`config.mk`:
```
export PLATFORM = sky130hd
export DESIGN_NAME = symbol_unpacker_flat
export DESIGN_NICKNAME = d
export VERILOG_FILES = /design/src/rtl/nt_pkg.sv /design/src/rtl/symbol_unpacker_if.sv /design/src/rtl/symbol_unpacker.sv /design/src/flat_wrapper.sv
export SDC_FILE = /design/constraint.sdc
export NUM_CORES = 1
export LEC_CHECK = 0
export CORE_ASPECT_RATIO = 1.25
export CORE_UTILIZATION = 50
export DETAILED_ROUTE_END_ITERATION = 7
export PLACE_DENSITY = 0.78
export SYNTH_ARGS = -nofsm -noshare
export SYNTH_HDL_FRONTEND = slang
export SYNTH_SLANG_ARGS = --single-unit
export TNS_END_PERCENT = 30
```
`constraint.sdc`:
```
create_clock -name clk -period 5.5 [get_ports clk]
set_clock_uncertainty 0.15 [all_clocks]
set_input_delay 0.825 -clock clk [delete_from_list [all_inputs] [get_ports clk]]
set_output_delay 0.825 -clock clk [all_outputs]
set_load 0.05 [all_outputs]
```
`src/rtl/nt_pkg.sv`:
```
// Shared nucleotide definitions: symbol width, 3-bit base codes, stream direction and
// the unpacker state encoding.
package nt_pkg;

    localparam int unsigned SYM_W = 3;

    localparam logic [SYM_W-1:0] NT_A   = 3'd0;
    localparam logic [SYM_W-1:0] NT_C   = 3'd1;
    localparam logic [SYM_W-1:0] NT_G   = 3'd2;
    localparam logic [SYM_W-1:0] NT_T   = 3'd3;
    localparam logic [SYM_W-1:0] NT_N   = 3'd4;
    localparam logic [SYM_W-1:0] NT_PAD = 3'd7;

    localparam logic DIR_FWD = 1'b0;
    localparam logic DIR_REV = 1'b1;

    typedef enum logic {
        IDLE,
        STREAM
    } state_t;

endpackage

```
`src/rtl/symbol_unpacker_if.sv`:
```
// Packed-word input stream and per-symbol output stream of the symbol unpacker.
interface symbol_unpacker_if #(
    parameter int unsigned SYM_W = nt_pkg::SYM_W,
    parameter int unsigned N_SYM = 8,
    parameter int unsigned CNT_W = $clog2(N_SYM + 1)
);
    logic [N_SYM*SYM_W-1:0] in_word;
    logic [CNT_W-1:0]       in_count;
    logic                   in_dir;
    logic                   in_valid;
    logic                   in_ready;
    logic [SYM_W-1:0]       sym_out;
    logic                   sym_dir;
    logic                   sym_valid;
    logic                   sym_ready;
    logic                   sym_last;

    // Environment side: produces words, consumes symbols.
    modport master (
        output in_word, in_count, in_dir, in_valid, sym_ready,
        input  in_ready, sym_out, sym_dir, sym_valid, sym_last
    );

    // Unpacker side.
    modport slave (
        input  in_word, in_count, in_dir, in_valid, sym_ready,
        output in_ready, sym_out, sym_dir, sym_valid, sym_last
    );
endinterface

```
`src/rtl/symbol_unpacker.sv`:
```
// Splits packed nucleotide words into a one-symbol-per-cycle stream feeding the
// sliding-window shift register, forward or reverse per word.
module symbol_unpacker
    import nt_pkg::*;
#(
    parameter int unsigned N_SYM = 8,
    parameter int unsigned CNT_W = $clog2(N_SYM + 1)
) (
    input  logic              clk,
    input  logic              reset,
    symbol_unpacker_if.slave  bus,
    output logic              busy
);
    localparam int unsigned IDX_W = (N_SYM > 1) ? $clog2(N_SYM) : 1;

    state_t                       state;
    logic [N_SYM-1:0][SYM_W-1:0]  word_q;
    logic [N_SYM-1:0][SYM_W-1:0]  in_syms;
    logic [CNT_W-1:0]             idx;
    logic [CNT_W-1:0]             rem;
    logic [CNT_W-1:0]             cnt;
    logic [CNT_W-1:0]             first;
    logic [CNT_W-1:0]             nidx;
    logic [SYM_W-1:0]             sym_out_q;
    logic                         sym_dir_q;
    logic                         sym_valid_q;
    logic                         sym_last_q;
    logic                         in_ready;
    logic                         accept;
    logic                         take;

    always_comb begin
        in_syms = bus.in_word;
        cnt     = (bus.in_count > CNT_W'(N_SYM)) ? CNT_W'(N_SYM) : bus.in_count;
        first   = (bus.in_dir == DIR_REV) ? cnt - CNT_W'(1) : '0;
        nidx    = (sym_dir_q == DIR_REV) ? idx - CNT_W'(1) : idx + CNT_W'(1);
    end

    // in_ready in STREAM depends combinationally on sym_ready so the next word
    // can be taken on the same cycle the last symbol leaves.
    always_comb begin
        in_ready = 1'b0;
        if (!reset) begin
            in_ready = (state == IDLE) ? 1'b1 : (bus.sym_ready & sym_last_q);
        end
    end

    // Zero-count words still complete the input handshake but load nothing.
    assign accept = bus.in_valid & in_ready & (cnt != '0);
    assign take   = sym_valid_q & bus.sym_ready;

    always_ff @(posedge clk) begin
        if (reset) begin
            state       <= IDLE;
            word_q      <= '0;
            idx         <= '0;
            rem         <= '0;
            sym_out_q   <= '0;
            sym_dir_q   <= DIR_FWD;
            sym_valid_q <= 1'b0;
            sym_last_q  <= 1'b0;
        end else if (accept && (state == IDLE || (take && sym_last_q))) begin
            state       <= STREAM;
            word_q      <= in_syms;
            idx         <= first;
            rem         <= cnt;
            sym_out_q   <= in_syms[first[IDX_W-1:0]];
            sym_dir_q   <= bus.in_dir;
            sym_valid_q <= 1'b1;
            sym_last_q  <= (cnt == CNT_W'(1));
        end else if (state == STREAM && take) begin
            if (sym_last_q) begin
                state       <= IDLE;
                sym_valid_q <= 1'b0;
                sym_last_q  <= 1'b0;
            end else begin
                idx        <= nidx;
                rem        <= rem - CNT_W'(1);
                sym_out_q  <= word_q[nidx[IDX_W-1:0]];
                sym_last_q <= (rem == CNT_W'(2));
            end
        end
    end

    assign bus.in_ready  = in_ready;
    assign bus.sym_out   = sym_out_q;
    assign bus.sym_dir   = sym_dir_q;
    assign bus.sym_valid = sym_valid_q;
    assign bus.sym_last  = sym_last_q;
    assign busy          = (state == STREAM);

endmodule

```
`src/flat_wrapper.sv`:
```
// flat-port wrapper written by rule: the top's interface ports become plain ports
module symbol_unpacker_flat import nt_pkg::*;
#(
    parameter int unsigned N_SYM = 8,
    parameter int unsigned CNT_W = $clog2(N_SYM + 1)
)
  (clk, reset, busy, bus_in_word, bus_in_count, bus_in_dir, bus_in_valid, bus_sym_ready, bus_in_ready, bus_sym_out, bus_sym_dir, bus_sym_valid, bus_sym_last);
  symbol_unpacker_if #(.N_SYM(N_SYM), .CNT_W(CNT_W)) bus_i ();
  input  logic clk;
  input  logic reset;
  output logic busy;
  input wire logic [$bits(bus_i.in_word)-1:0] bus_in_word;
  input wire logic [$bits(bus_i.in_count)-1:0] bus_in_count;
  input wire logic [$bits(bus_i.in_dir)-1:0] bus_in_dir;
  input wire logic [$bits(bus_i.in_valid)-1:0] bus_in_valid;
  input wire logic [$bits(bus_i.sym_ready)-1:0] bus_sym_ready;
  output wire logic [$bits(bus_i.in_ready)-1:0] bus_in_ready;
  output wire logic [$bits(bus_i.sym_out)-1:0] bus_sym_out;
  output wire logic [$bits(bus_i.sym_dir)-1:0] bus_sym_dir;
  output wire logic [$bits(bus_i.sym_valid)-1:0] bus_sym_valid;
  output wire logic [$bits(bus_i.sym_last)-1:0] bus_sym_last;
  assign bus_i.in_word = bus_in_word;
  assign bus_i.in_count = bus_in_count;
  assign bus_i.in_dir = bus_in_dir;
  assign bus_i.in_valid = bus_in_valid;
  assign bus_i.sym_ready = bus_sym_ready;
  assign bus_in_ready = bus_i.in_ready;
  assign bus_sym_out = bus_i.sym_out;
  assign bus_sym_dir = bus_i.sym_dir;
  assign bus_sym_valid = bus_i.sym_valid;
  assign bus_sym_last = bus_i.sym_last;
  symbol_unpacker #(.N_SYM(N_SYM), .CNT_W(CNT_W)) u_core (.clk(clk), .reset(reset), .bus(bus_i), .busy(busy));
endmodule
```
---- Word level (Yosys, flattened, before mapping) ----
Cells that the tools add are included.
word-level totals
  register bits after elaboration ......... 38
  bits of input ports ..................... 33
  output and inout port bits .............. 8
  logic and storage cells ................. 62
cells by class
  $add $sub $neg .......................... 4
  $lt $le $gt $ge ......................... 3
  equal/unequal tests ..................... 3
  multiplexer cells ....................... 24
  bitwise logic cells ..................... 5
  reduce and logical (&&, ||, !) cells .... 9
operator list
  cell                                                                   count
  4-bit 2-to-1 mux                                                       9
  3-bit binary-select mux with 3-bit select                              2
  3-bit 2-to-1 mux                                                       5
  4-bit by 1-bit subtractor with 4-bit output, second input constant     3
  3-bit by 4-bit < comparator with 1-bit output, second input constant   2
  1-bit 2-to-1 mux                                                       8
  4-bit by 1-bit adder with 4-bit output, second input constant          1
  1-bit AND                                                              4
  4-bit by 1-bit equality test with 1-bit output, second input constant  1
  4-bit by 2-bit equality test with 1-bit output, second input constant  1
  4-bit > comparator, second input constant                              1
  2-bit AND reduction                                                    2
  2-bit nonzero test                                                     2
  4-bit nonzero test                                                     1
  1-bit logical AND                                                      3
  2-bit != test, second input constant                                   1
  1-bit logical OR                                                       1
  1-bit inverter                                                         1

---- Longest topological paths before layout ----
Gate-level depths: netlist of run 1.
  depth after elaboration ................. 8
  depth in mapped cells ................... 8
  gate-level depth less buffers ........... 7

---- Least setup slack after synthesis of run 1 ----
OpenSTA, ideal clock, no wires.
  kind .................................... input-to-reg
  start ................................... input bus_in_count[3]
  end ..................................... register u_core.sym_out_q[0] (netlist: u_core.bus.sym_out[0])
  setup time .............................. 0.117 ns
  data arrival time ....................... 2.420 ns
  data required time ...................... 5.233 ns
  setup slack ............................. 2.813 ns
  cell stages on the path ................. 7
  buffers on the path ..................... 1
  cell sequence ........................... nand2b_1 -> ha_1 -> clkbuf_1 -> mux2_2 -> o221ai_1 -> o211ai_1 -> a22o_1
between the ends
  longest elaborated chain between the ends .. 7
  elaborated cells between the ends (all ways) .. 13
  those cells by class .................... 1 x add/sub; 1 x order compare; 1 x eq/ne; 5 x mux; 1 x bitwise; 4 x reduce/logical
ends and longest elaborated chain
  item                                                                                      RTL line                                      source
  from (decl)                                                                               flat_wrapper.sv:13                            input wire logic [$bits(bus_i.in_count)-1:0] bus_in_count;
  4-bit > comparator                                                                        symbol_unpacker.sv:34                         cnt = (bus.in_count > CNT_W'(N_SYM)) ? CNT_W'(N_SYM) : bus.in_count;
  4-bit 2-to-1 mux (*)                                                                      symbol_unpacker.sv:34
  4-bit by 1-bit subtractor with 4-bit output / 4-bit nonzero test (equally long branches)  symbol_unpacker.sv:35, symbol_unpacker.sv:49
  4-bit 2-to-1 mux / 1-bit AND (equally long branches)                                      symbol_unpacker.sv:35, symbol_unpacker.sv:49
  3-bit binary-select mux with 3-bit select / 1-bit logical AND (equally long branches)     symbol_unpacker.sv:67, symbol_unpacker.sv:62
  3-bit 2-to-1 mux (implied by the code), or another cell as far along                      symbol_unpacker.sv:67                         sym_out_q <= in_syms[first[IDX_W-1:0]];
  3-bit 2-to-1 mux / 2-bit AND reduction (equally long branches)                            n/a
  to (signal assigned)                                                                      symbol_unpacker.sv:67
  to (signal assigned)                                                                      symbol_unpacker.sv:79                         sym_out_q <= word_q[nidx[IDX_W-1:0]];
  to (decl)                                                                                 symbol_unpacker.sv:24                         logic [SYM_W-1:0] sym_out_q;
Mark *: on every way between the ends. The rest lies on a longest branch, timed or not. The select of a mux whose other input is x is not followed.
A chain may end at the register's enable or synchronous reset.

---- Final worst setup path of run 1 ----
  start ................................... input reset
  end ..................................... output bus_in_ready
between the ends
  longest elaborated chain between the ends .. 1
ends and longest elaborated chain
  item              RTL line               source
  from (decl)       flat_wrapper.sv:10     input logic reset;
  1-bit 2-to-1 mux  symbol_unpacker.sv:43  if (!reset) begin
  to (decl)         flat_wrapper.sv:17     output wire logic [$bits(bus_i.in_ready)-1:0] bus_in_ready;
Every way passes these cells.

==> qor.yml, run 1 <==
max_cap_viol_count: 0
first_global_vias: 1734
portBuffers: 40
timing.final.crit_period_ns: 3.60
wl_per_cell_um: 15.1
row_count: 25
final.setup.tns_ns: 0
die_w_um: 58.4
final-seq-area_um2: 741
setup_viol: 0
r2r_slack_ns: 2.77
netlist_area_um2: 1990
total_power_mw: 0.654
dp_hpwl_mm: 3.30
ys_seq_area_frac: 0.372
crit_fanout: 36
finalHoldViolations: 0
ir_drop_mv: 0.166
timing.final.crit_share: 0.655
synth-async-reset-ratio: 0
avgSynthCellArea_um2: 8.43
synth_edf_count: 0
synth_fp_nets: 275
via_count: 1809
synth_cell_types: 43
area_delta_synth_final_pct: 23.6
cts_sinks: 37
antenna_left: 0
die_h_um: 72.5
cp-start-kind: "input pin"
syn_inst: 236
cts_tree: "built"
core_area_um2: 3780
drt_pre_antenna_iters: 4
layout_common_cells: "57 x nand2_1, 40 x clkdlybuf4s50_1, 38 x a21oi_1"
rsz0062_at_grt: "false"
layout-drive-gt1-share: 0.0936
grt_max_degree: 37
p_leak_nw: 0.880
root_buffer: "clkbuf_8"
drc: 0
cts_buffers: 5
cts_hold_buf: 0
fillers: 340
drv_slew: 0
p_per_area_nw_per_um2: 266
cp-end-kind: "primary output"
finalWirelength_mm: 4.84
cts_resized: 0
worstSetupPathType: "in2out"
ys.flop_type: "dfxtp_1"
cp.required_ns: 4.53
multiInputGateArea_um2: 1140
hold_class: "reg2reg"
clk_latency_ns: 0.30
cp_data_arrival_time_ns: 2.63
max_freq_mhz: 278
antenna_found_initial: 0
final_common_cell: "nand2_1"
grt_overflow: 0
die-area_um2: 4240
grt_pass1_wl_mm: 7.94
place.gp.congestion: 0.783
layout.nets: 306
via_per_inst: 5.64
relSlewSlack: 0.166
clockBufferDepth: 2
boundaryPins: 41
status: "finished clean"
grtUsageTotal: 0.246
drt-initial-drc-count: 144
worst_pin_slew_ns: 1.25
clkTransAtPathRegs_ns: 0.07
ys_ff_latch: 37
htree_levels: 2
cts_setup_buffers: 0
start_util: 0.526
synth_warnings: 0
n_antenna_cell: 0
-- cells in the mapped netlist, types with 2 or more instances --
| cell | number | area [um^2] |
|---|---|---|
| clkbuf_1 | 7 | 26.3 |
| a22o_1 | 3 | 26.3 |
| a21oi_1 | 38 | 190 |
| nor3_1 | 3 | 15.0 |
| mux4_2 | 6 | 135 |
| buf_2 | 6 | 30.0 |
| mux2i_1 | 6 | 60.1 |
| nand2b_1 | 4 | 25.0 |
| mux2_2 | 6 | 67.6 |
| o221ai_1 | 3 | 26.3 |
| buf_6 | 2 | 22.5 |
| a211oi_1 | 2 | 15.0 |
| o22ai_1 | 3 | 18.8 |
| o211ai_1 | 4 | 30.0 |
| nand3_1 | 2 | 10.0 |
| nand2_1 | 57 | 214 |
| dfxtp_1 | 37 | 741 |
| xnor2_1 | 3 | 26.3 |
| ha_1 | 5 | 62.6 |
| a31oi_1 | 2 | 12.5 |
| inv_1 | 5 | 18.8 |
| nor2_1 | 11 | 41.3 |
-- area by class of cell --
| class | instances | area share |
|---|---|---|
| Timing Repair Buffer | 41 | 0.166 |
| Inverter | 5 | 0.00763 |
| Sequential cell | 37 | 0.301 |
| Multi-Input combinational cell | 177 | 0.463 |
| Clock buffer | 7 | 0.0351 |
| Tap cell | 54 | 0.0275 |
-- sequential cells by signal (all words and copies together), names as in the netlist --
register / cells
u_core.bus.sym_dir: 1
u_core.word_q: 24
u_core.bus.sym_out: 3
u_core.busy: 1
u_core.rem: 4
u_core.idx: 3
u_core.bus.sym_last: 1
-- metal layers --
metal	share of wire	vias to the layer above	GRT usage
li1	-	888	-
met1	0.44	863	0.310
met2	0.50	52	0.419
met3	0.047	6	0.0428
met4	0.013	0	0.0873
met5	0	-	0
-- where the power goes --
part           switching, mW  internal (mW)
Sequential            0.0123          0.284
Clock                 0.0975         0.0995
Combinational         0.0854         0.0752
-- stage by stage --
| stage | instances | util | hold slack, ns | worst slack (ns) | area, um^2 |
|---|---|---|---|---|---|
| floorplan | 236 | - | 0.283 | 2.81 | 1990 |
| global placement | 314 | 0.627 | 0.290 | 1.80 | 2370 |
| detailed placement | 314 | 0.627 | 0.296 | 1.71 | 2370 |
| CTS | 321 | 0.650 | 0.306 | 1.91 | 2460 |
| global route | 321 | 0.650 | 0.322 | 1.81 | 2460 |
| finish | 321 | 0.650 | 0.303 | 1.90 | 2460 |
-- critical path, stage by stage --
cell	delay [ns]
clkdlybuf4s50_1	0.45
buf_4	0.36
inv_1	0.13
and2_1	0.16
clkdlybuf4s50_1	0.69
-- path summary, 6_finish.rpt --
path              depth (start not counted)                    end               from
hold reg to reg                           2      u_core.word_q[12]  u_core.word_q[12]
setup reg to reg                          5  u_core.bus.sym_out[0]      u_core.idx[0]
hold / removal                            2      u_core.word_q[12]  u_core.word_q[12]
setup / recovery                          5           bus_in_ready              reset
-- cell families (layout without fill, tap and decap cells) --
group                      after synthesis  in the layout  share of synthesized area
muxes                                   18             18                      0.132
DFF                                     37             37                      0.372
xor gates and xnor gates                 4              4                     0.0176
adders and majority gates                6              6                     0.0415
buffers and inverters                   22             53                     0.0553
AOI/OAI and AO/OA                       63             63                      0.194
and+or+nand+nor                         86             86                      0.187
(Power assumes the default switching activity.)
==> run 2: changes to the inputs <==
clock period = 3.38 ns   (was 5.5 ns; I/O delays follow)
==> run 2 against run 1 <==
  * Power increased by 65%
  * Combinational power up 66%
  * Wire length up 1.2%
  * Via count up 2.7%
  * Die area did not move
  * Clock power increased by 68%
  * Cell count rose by 1.9%
  * Clock-buffer cell count down 1
  * Sequential share of layout area decreased by 0.54 points
  * Hold slack hardly changed
  * Register-to-register slack worse by 2.1 ns
  * Largest power group unchanged
==> qor.yml, run 2 (synthesis gave the netlist of run 1 again) <==
status: "finished clean"
p_leak_nw: 0.913
antenna_found_initial: 0
first_global_vias: 1713
holdPathEnd: "u_core.word_q[19]"
boundaryPins: 41
reg.largest.list: "u_core.word_q x24, u_core.rem x4"
die-area_um2: 4240
via_count: 1858
cp_top_family: "compound AO/OA/AOI/OAI gates"
wl_met2_mm: 2.56
setup_viol: 0
final_common_cell: "nand2_1"
grt_overflow: 0
start_util: 0.526
dp_hpwl_mm: 3.53
final-seq-area_um2: 741
crit_buf_inv: 1
portBuffers: 40
htree_levels: 2
area_delta_synth_final_pct: 25.9
hold_class: "reg2reg"
finalHoldViolations: 0
r2r_slack_ns: 0.66
layout.nets: 311
grt_max_degree: 36
layout_common_cells: "57 x nand2_1, 39 x clkdlybuf4s50_1, 38 x a21oi_1"
relSlewSlack: 0.610
cts_tree: "built"
p_per_area_nw_per_um2: 431
finalWirelength_mm: 4.90
grt_pass1_wl_mm: 8.12
timing.final.crit_share: 0.813
clkTransAtPathRegs_ns: 0.07
rsz0062_at_grt: "false"
die_w_um: 58.4
max_stage_delay_ns: 0.52
worst_pin_slew_ns: 0.581
r2r_cells: 5
max_freq_mhz: 364
hp-start: "u_core.word_q[19]"
cts_hold_buf: 0
crit_fanout: 7
cp_data_arrival_time_ns: 2.78
drc: 0
fillers: 337
wl_met3_um: 248
hold_depth: 2
root_buffer: "clkbuf_8"
n_antenna_cell: 0
layout-drive-gt1-share: 0.121
cts_resized: 0
cp-start-kind: "input pin"
antenna_left: 0
clk_latency_ns: 0.29
cp.required_ns: 3.42
grtUsageTotal: 0.252
regToRegEndpoint: "u_core.bus.sym_out[1]"
cts_buffers: 5
final_util: 0.662
timing.final.crit_period_ns: 2.75
drt-initial-drc-count: 137
wl_per_cell_um: 15.0
clockBufferDepth: 2
cp-end-kind: "flop"
largest_reg_flops: 24
route.top_layer_used: "met4"
place.gp.congestion: 0.784
via_per_inst: 5.68
max_cap_viol_count: 0
ir_drop_mv: 0.287
r2r_start: "u_core.idx[0]"
die_h_um: 72.5
multiInputGateArea_um2: 1140
cts_sinks: 37
top_register: "u_core.word_q"
final.setup.tns_ns: 0
path_cells: "clkdlybuf4s50_1 -> nand2b_1 -> ha_1 -> mux2_2 -> o221ai_1 -> o211ai_1 -> a22o_1"
cp_slowest_cell: "ha_1"
drv_slew: 0
worstSetupPathType: "in2reg"
core_area_um2: 3780
cts_setup_buffers: 0
drt_pre_antenna_iters: 4
wl_met1_mm: 2.01
row_count: 25
## run 2: changes by cell type in the layout (fill, tap and decap cells not counted), sizes merged
cell | before | now
clkdlybuf4s50 | 40 | 39
buf | 1 | 7
clkbuf | 7 | 6
clkinv | 0 | 2
## run 2: metrics by stage
step | total power [mW] | instance area, um^2 | std cells | setup slack [ns] | hold slack, ns
floorplan | 0.664 | 1990 | 236 | 0.923 | 0.283
global placement | 0.754 | 2410 | 319 | 0.400 | 0.289
detailed placement | 0.758 | 2410 | 319 | 0.344 | 0.294
CTS | 1.08 | 2510 | 327 | 0.654 | 0.305
global route | 1.13 | 2510 | 327 | 0.520 | 0.329
finish | 1.08 | 2510 | 327 | 0.631 | 0.303
## run 2: final cells by class
cell class,instances,area share
Multi-Input combinational cell,177,0.455
Clock inverter,2,0.00549
Timing Repair Buffer,46,0.177
Sequential cell,37,0.296
Clock buffer,6,0.0330
Tap cell,54,0.0270
Inverter,5,0.00749
## run 2: worst max-delay path by stage
stage,cells after the start,startpoint,to
after floorplan,6,u_core.bus.sym_dir,u_core.bus.sym_out[1]
after global placement,7,bus_in_count[3],u_core.bus.sym_out[0]
after detailed placement,7,bus_in_count[3],u_core.bus.sym_out[0]
after CTS,7,bus_in_count[3],u_core.bus.sym_out[0]
after global routing,8,bus_in_count[3],u_core.rem[2]
final,7,bus_in_count[3],u_core.bus.sym_out[0]
## run 2: layer usage
metal  vias up  GRT usage
met5         -          0
met4         0     0.0556
met3         9     0.0553
met2        63      0.427
met1       890      0.329
li1        896          -
## run 2: where the power goes
| group | total, mW | internal (mW) | switching, mW |
|---|---|---|---|
| clock | 0.330 | 0.165 | 0.165 |
| combinational | 0.267 | 0.126 | 0.141 |
| sequential | 0.483 | 0.462 | 0.0206 |
## run 2: tightest hold or removal path, delay by kind of cell, from the launching register on
kind / cells / cell delay, ns
AO/OA/AOI/OAI: 1 / 0.05
flip-flops: 1 / 0.31
AND/OR/NAND/NOR: 1 / 0.05
